## config.mk

```make
export PLATFORM = sky130hd
export DESIGN_NAME = rca_serial_flat
export DESIGN_NICKNAME = d
export VERILOG_FILES = /design/src/rtl/rca_serial_if.sv /design/src/rtl/rca_serial.sv /design/src/flat_wrapper.sv
export SDC_FILE = /design/constraint.sdc
export NUM_CORES = 1
export LEC_CHECK = 0
export BUFFER_PORTS_ARGS = -buffer_cell sky130_fd_sc_hd__buf_4
export CORE_MARGIN = 2
export CORE_UTILIZATION = 48
export CTS_CLUSTER_DIAMETER = 200
export DETAILED_ROUTE_END_ITERATION = 16
export PLACE_DENSITY_LB_ADDON = 0.15
export SYNTH_ARGS = -nofsm -noshare
export SYNTH_HDL_FRONTEND = slang
export SYNTH_SLANG_ARGS = --single-unit
```

## constraint.sdc

```tcl
create_clock -name clk -period 1.9 [get_ports clk]
set_clock_uncertainty 0.2 [all_clocks]
set_input_delay 0.57 -clock clk [delete_from_list [all_inputs] [get_ports clk]]
set_output_delay 0.57 -clock clk [all_outputs]
set_load 0.05 [all_outputs]
```

## src/rtl/rca_serial_if.sv

```systemverilog
// Operand/result handshake bundle for rca_serial.
// The ovf wire exists only when RCA_SERIAL_OVF_EN is defined.
interface rca_serial_if #(
  parameter int WIDTH = 8
);
  logic             in_valid;
  logic             in_ready;
  logic [WIDTH-1:0] a;
  logic [WIDTH-1:0] b;
  logic             cin;
  logic             out_valid;
  logic             out_ready;
  logic [WIDTH-1:0] sum;
  logic             cout;
`ifdef RCA_SERIAL_OVF_EN
  logic             ovf;
`endif

  modport master (
    output in_valid, a, b, cin, out_ready,
`ifdef RCA_SERIAL_OVF_EN
    input  ovf,
`endif
    input  in_ready, out_valid, sum, cout
  );

  modport slave (
    input  in_valid, a, b, cin, out_ready,
`ifdef RCA_SERIAL_OVF_EN
    output ovf,
`endif
    output in_ready, out_valid, sum, cout
  );
endinterface

```

## src/rtl/rca_serial.sv

```systemverilog
// Multi-cycle ripple-carry adder: DIGIT bits of a+b+cin per clock over WIDTH/DIGIT steps.
// Optional signed-overflow output enabled by RCA_SERIAL_OVF_EN.
//
// state | meaning
// IDLE  | in_ready=1, waiting for operands
// CALC  | one DIGIT-bit slice added per cycle, LSB digit first
// DONE  | out_valid=1, result held until out_ready
module rca_serial #(
  parameter int WIDTH = 8,
  parameter int DIGIT = 2
) (
  input  logic       clk,
  input  logic       rst_n,
  rca_serial_if.slave bus
);
  localparam int N  = WIDTH / DIGIT;
  localparam int CW = (N > 1) ? $clog2(N) : 1;

  typedef enum logic [1:0] {IDLE, CALC, DONE} state_t;

  state_t           state, state_nxt;
  logic [WIDTH-1:0] a_sh, b_sh, sum_q, sum_nxt;
  logic             carry, cout_q;
  logic [CW-1:0]    cnt;
  logic [DIGIT:0]   slice;
  logic             accept, step, last, in_ready, out_valid;

  assign slice = {1'b0, a_sh[DIGIT-1:0]} + {1'b0, b_sh[DIGIT-1:0]} + {{DIGIT{1'b0}}, carry};
  assign last  = (cnt == CW'(N - 1));

  // Completed digits collect in the top of sum_sh; the final digit lands above them.
  generate
    if (N == 1) begin : g_single
      assign sum_nxt = slice[DIGIT-1:0];
    end else begin : g_multi
      logic [WIDTH-DIGIT-1:0] sum_sh;
      assign sum_nxt = {slice[DIGIT-1:0], sum_sh};
      always_ff @(posedge clk or negedge rst_n) begin
        if (!rst_n)    sum_sh <= '0;
        else if (step) sum_sh <= sum_nxt[WIDTH-1:DIGIT];
      end
    end
  endgenerate

  always_ff @(posedge clk or negedge rst_n) begin
    if (!rst_n) state <= IDLE;
    else        state <= state_nxt;
  end

  always_comb begin
    state_nxt = state;
    in_ready  = 1'b0;
    out_valid = 1'b0;
    accept    = 1'b0;
    step      = 1'b0;
    case (state)
      IDLE: begin
        in_ready = 1'b1;
        if (bus.in_valid) begin
          accept    = 1'b1;
          state_nxt = CALC;
        end
      end
      CALC: begin
        step = 1'b1;
        if (last) state_nxt = DONE;
      end
      DONE: begin
        out_valid = 1'b1;
        if (bus.out_ready) state_nxt = IDLE;
      end
      default: state_nxt = IDLE;
    endcase
  end

  always_ff @(posedge clk or negedge rst_n) begin
    if (!rst_n) begin
      a_sh   <= '0;
      b_sh   <= '0;
      carry  <= 1'b0;
      cnt    <= '0;
      sum_q  <= '0;
      cout_q <= 1'b0;
    end else if (accept) begin
      a_sh  <= bus.a;
      b_sh  <= bus.b;
      carry <= bus.cin;
      cnt   <= '0;
    end else if (step) begin
      a_sh  <= a_sh >> DIGIT;
      b_sh  <= b_sh >> DIGIT;
      carry <= slice[DIGIT];
      if (last) begin
        sum_q  <= sum_nxt;
        cout_q <= slice[DIGIT];
      end else begin
        cnt <= cnt + 1'b1;
      end
    end
  end

`ifdef RCA_SERIAL_OVF_EN
  logic a_msb, b_msb, ovf_q;

  always_ff @(posedge clk or negedge rst_n) begin
    if (!rst_n) begin
      a_msb <= 1'b0;
      b_msb <= 1'b0;
      ovf_q <= 1'b0;
    end else if (accept) begin
      a_msb <= bus.a[WIDTH-1];
      b_msb <= bus.b[WIDTH-1];
    end else if (step && last) begin
      ovf_q <= (a_msb == b_msb) && (sum_nxt[WIDTH-1] != a_msb);
    end
  end

  assign bus.ovf = ovf_q;
`endif

  assign bus.in_ready  = in_ready;
  assign bus.out_valid = out_valid;
  assign bus.sum       = sum_q;
  assign bus.cout      = cout_q;
endmodule

```

## src/flat_wrapper.sv

```systemverilog
// flat-port wrapper written by rule: the top's interface ports become plain ports
module rca_serial_flat 
#(
  parameter int WIDTH = 8,
  parameter int DIGIT = 2
)
  (clk, rst_n, bus_in_valid, bus_a, bus_b, bus_cin, bus_out_ready, bus_in_ready, bus_out_valid, bus_sum, bus_cout);
  rca_serial_if #(.WIDTH(WIDTH)) bus_i ();
  input  logic clk;
  input  logic rst_n;
  input wire logic [$bits(bus_i.in_valid)-1:0] bus_in_valid;
  input wire logic [$bits(bus_i.a)-1:0] bus_a;
  input wire logic [$bits(bus_i.b)-1:0] bus_b;
  input wire logic [$bits(bus_i.cin)-1:0] bus_cin;
  input wire logic [$bits(bus_i.out_ready)-1:0] bus_out_ready;
  output wire logic [$bits(bus_i.in_ready)-1:0] bus_in_ready;
  output wire logic [$bits(bus_i.out_valid)-1:0] bus_out_valid;
  output wire logic [$bits(bus_i.sum)-1:0] bus_sum;
  output wire logic [$bits(bus_i.cout)-1:0] bus_cout;
  assign bus_i.in_valid = bus_in_valid;
  assign bus_i.a = bus_a;
  assign bus_i.b = bus_b;
  assign bus_i.cin = bus_cin;
  assign bus_i.out_ready = bus_out_ready;
  assign bus_in_ready = bus_i.in_ready;
  assign bus_out_valid = bus_i.out_valid;
  assign bus_sum = bus_i.sum;
  assign bus_cout = bus_i.cout;
  rca_serial #(.WIDTH(WIDTH), .DIGIT(DIGIT)) u_core (.clk(clk), .rst_n(rst_n), .bus(bus_i));
endmodule
```

Word-level counts from Yosys, hierarchy flattened
Index checks and enable logic that the tools add are counted.
Cells by class
  eq/ne operators: 7
  reductions and logical operators: 5
  $add $sub $neg: 3
  mux-type cells: 18
  bitwise gates (word level): 1
Operators with widths (count)
  8-bit 2-to-1 mux: 4
  2-bit 2-to-1 mux: 6
  1-bit 2-to-1 mux: 7
  2-bit one-hot mux with 3 select lines: 1
  3-bit AND reduction: 2
  2-bit equality test (second input constant): 2
  2-bit by 1-bit inequality test with 1-bit output (second input constant): 2
  2-bit inequality test (second input constant): 2
  2-bit by 2-bit adder with 3-bit output: 1
  3-bit by 1-bit adder with 3-bit output: 1
  2-bit by 1-bit adder with 2-bit output (second input constant): 1
  2-bit by 1-bit equality test with 1-bit output (second input constant): 1
  2-bit logical NOT: 1
  2-bit AND reduction: 1
  2-bit nonzero test: 1
  1-bit NOT: 1
Storage, ports and cells
  output and inout port bits: 11
  bits of input ports: 21
  flip-flop bits (word level): 36

Longest topological paths before layout
  depth in word-level cells: 4
  depth in mapped cells: 4
  gate-level depth less buffers: 4

Worst setup path before layout
No wires, ideal clock.
  path kind: register to output
  start point: reg u_core.state[1]
  end point: out bus_in_ready
  path buffers: 1
  stages on the path, launching flop included: 4
  arrival time: 1.155 ns
  required time: 1.130 ns
  slack: -0.025 ns
  cell sequence: dfrtp_1 buf_2 or2_1 inv_1
On the way
  word-level cells in the longest chain between the ends: 2
RTL lines
  from (decl): line rca_serial.sv:21  | state_t state, state_nxt;
  from (signal assigned): line rca_serial.sv:47  | else state <= state_nxt;
  2-bit logical NOT: line rca_serial.sv:56  | case (state)
  1-bit 2-to-1 mux: line rca_serial.sv:56
  to (decl): line flat_wrapper.sv:16  | output wire logic [$bits(bus_i.in_ready)-1:0] bus_in_ready;
Every way passes these cells.

Worst setup path after layout
Ends and elaborated chain as after synthesis.

==> metrics.yaml <==
run_status:
  status: "finished, violations left"
  violations: "negative setup slack"
yosys:
  syn_inst: 139
  synth_cell_type_count: 26
  postSynthRegisterBits: 36
  seq_area_frac_synth: 0.558
  postSynthAreaPerCell_um2: 11.6
  yosysWarnings: 0
  syn_area_um2: 1610
  postSynthNetCount: 163
drt:
  wl_per_cell_um: 13.5
  vias: 1192
  via_per_inst: 5.23
  wl_um: 3070
  ant_nets: 0
  drcViolationCount: 0
  dr.pass1.iters: 5
  drtIter0Drc: 93
timing:
  finalSetupViolations: 2
  tns_ns: -0.142
  maxSlewHeadroom: 0.692
  hold_viol: 0
  rsz0062_at_grt: "yes"
  slew_violations: 0
  finalCritPeriodShare: 1.04
  fin_crit_ns: 1.98
  fmax_mhz: 505
  setup_slack_ns: -0.0819
  worst-slew-pin-transition_ns: 0.460
run:
  drv_cap: 0
layout:
  antennaDiodeCount: 0
  nets: 205
  syn2layout_area_growth_pct: 27.2
  drive_gt1_frac: 0.346
  final_area_um2: 2050
  final_cell_mix: "38 x buf_4, 36 x dfrtp_1, 21 x inv_1"
  final_common_cell: "buf_4"
floorplanning:
  fp-row-count: 21
  ios: 32
  die_w_um: 62.0
  die_area_um2: 3840
  core_um2: 3280
  die_h_um: 62.0
  initial_core_util: 0.491
worst_setup_path:
  path_cells: "or2_4 -> clkinvlp_4 -> buf_8"
  end_kind: "output pin"
  cpPeakStageDelay_ns: 0.40
  start_kind: "flop"
  slowest_stage: "dfrtp_1"
  path_buf_inv: 2
  cp.arrival_ns: 1.21
  worstPathRequired_ns: 1.13
  critical_path_class: "flop to output pin"
  crit_fanout: 2
  cp_top_family: "flip-flops"
clocking:
  clk_path_buf_depth: 2
  cts_tree: "built"
  cts.htree.levels: 2
  cts-buffers-inserted: 5
  clock_sinks: 36
  path_clk_slew_ns: 0.10
  cts_root_buffer: "clkbuf_4"
  clk_latency_ns: 0.34
power:
  switchingPower_w: 0.00157
  clkPwrFrac: 0.110
  switching_share: 0.411
  p_int_w: 0.00225
  leakage_nw: 1.04
  irDropWorstVdd_mv: 0.754
  pwr-share-comb: 0.548
  power.density_nw_per_um2: 1860
  p_seq_frac: 0.342
placed_design:
  place_congestion: 0.747
  post_dp_cell_area_um2: 1930
  io_buffers: 31
  dp_hpwl_um: 2180
grt:
  grt_pass1_vias: 1151
  antenna_found_initial: 0
  grt-ovfl-total: 0
  grt_pass1_wl_um: 5020
  grt_usage: 0.182
  grt_max_degree: 37
min_path:
  hold_class: "primary input to flop"
==> path summary, 6_finish.rpt <==
check	start	endpoint	slack, ns	cells past startpoint
setup / recovery	u_core.state[1]	bus_in_ready	-0.08	3
hold / removal	bus_out_ready	u_core.state[1]	0.24	2
setup reg to reg	u_core.carry	u_core.carry	0.10	4
hold reg to reg	u_core.g_multi.sum_sh[0]	u_core.bus.sum[0]	0.30	1
max in group asynchronous	rst_n	u_core.a_sh[5]	0.67	2
min in group asynchronous	rst_n	u_core.bus.sum[1]	0.51	2
==> layer usage <==
metal | routed length (µm) | up-vias | global-route usage
met5 | 0 | - | 0
met4 | 44 | 0 | 0.0638
met3 | 180 | 6 | 0.0559
met2 | 1580 | 38 | 0.313
met1 | 1270 | 573 | 0.215
li1 | - | 575 | -
==> registers in the layout (all words and copies together), names as in the netlist <==
register               count
u_core.a_sh                8
u_core.cnt                 2
u_core.bus.sum             8
u_core.carry               1
u_core.state               2
u_core.bus.cout            1
u_core.g_multi.sum_sh      6
u_core.b_sh                8
==> stage by stage <==
step / setup slack [ns] / hold slack, ns / utilization / cells / power (W)
6_report: -0.0819 / 0.245 / 0.625 / 228 / 0.00382
3_3_place_gp: 0.119 / 0.269 / 0.589 / 217 / 0.00325
2_1_floorplan: 0.0631 / 0.0744 / - / 139 / 0.00277
5_1_grt: -0.131 / 0.243 / 0.625 / 228 / 0.00410
4_1_cts: -0.110 / 0.240 / 0.624 / 228 / 0.00384
3_5_place_dp: 0.0319 / 0.278 / 0.589 / 217 / 0.00333
==> power by group through the flow <==
stage	sequential, W	clock (W)	combinational, W
floorplan	0.00164	0	0.00113
global placement	0.00130	0	0.00195
detailed placement	0.00132	0	0.00201
CTS	0.00131	0.000437	0.00210
global route	0.00135	0.000472	0.00228
finish	0.00130	0.000420	0.00209
==> cell type report <==
class | instances | area, µm²
fillers | 272 | 1230
flip-flops and latches | 36 | 901
multi-input cells | 71 | 583
repair buffers | 43 | 357
inverters | 24 | 93.8
well taps | 46 | 57.6
clock buffers | 6 | 51.3
clock inverters | 2 | 10.0
==> cells in the mapped netlist <==
cell type | count | area share
dfrtp_1 | 36 | 0.56
inv_1 | 24 | 0.056
a222oi_1 | 13 | 0.081
nor2_1 | 13 | 0.030
nand2_1 | 8 | 0.019
mux2_1 | 6 | 0.042
buf_2 | 5 | 0.016
mux2i_1 | 5 | 0.031
mux2_2 | 4 | 0.028
o221ai_1 | 4 | 0.022
a211o_1 | 2 | 0.011
and3_1 | 2 | 0.0078
buf_6 | 2 | 0.014
fa_1 | 2 | 0.025
nor2b_1 | 2 | 0.0078
a21oi_1 | 1 | 0.0031
buf_4 | 1 | 0.0047
ha_1 | 1 | 0.0078
nand2b_1 | 1 | 0.0039
nand3b_1 | 1 | 0.0047
nor4b_1 | 1 | 0.0054
nor4bb_1 | 1 | 0.0062
o21ai_0 | 1 | 0.0031
o21bai_2 | 1 | 0.0070
or2_1 | 1 | 0.0039
or2_2 | 1 | 0.0039
==> worst reg2reg max path, cell delays in order, from the launching register on <==
cell and delay, ns:
dfrtp_1 0.36, inv_2 0.05, fa_2 0.39, fa_2 0.34, a222oi_1 0.36
==> cells by family (layout without fill, tap and decap cells) <==
kind of cell,after synthesis,count (layout),synth area share
and+or+nand+nor,31,31,0.0923
DFF,36,36,0.558
AOI/OAI and AO/OA,22,22,0.126
buffers and inverters,32,75,0.0899
adders and majority gates,3,3,0.0326
muxes,15,15,0.101
==> timing repair <==
item                       4_1_cts  5_1_grt
hold buffers                     1        0
resized for setup                8        3
buffers inserted                 2        0
hold endpoints to repair        36        0
setup endpoints to repair        2        3
pin swaps                        1        2
Power figures use the tool's default switching activity.
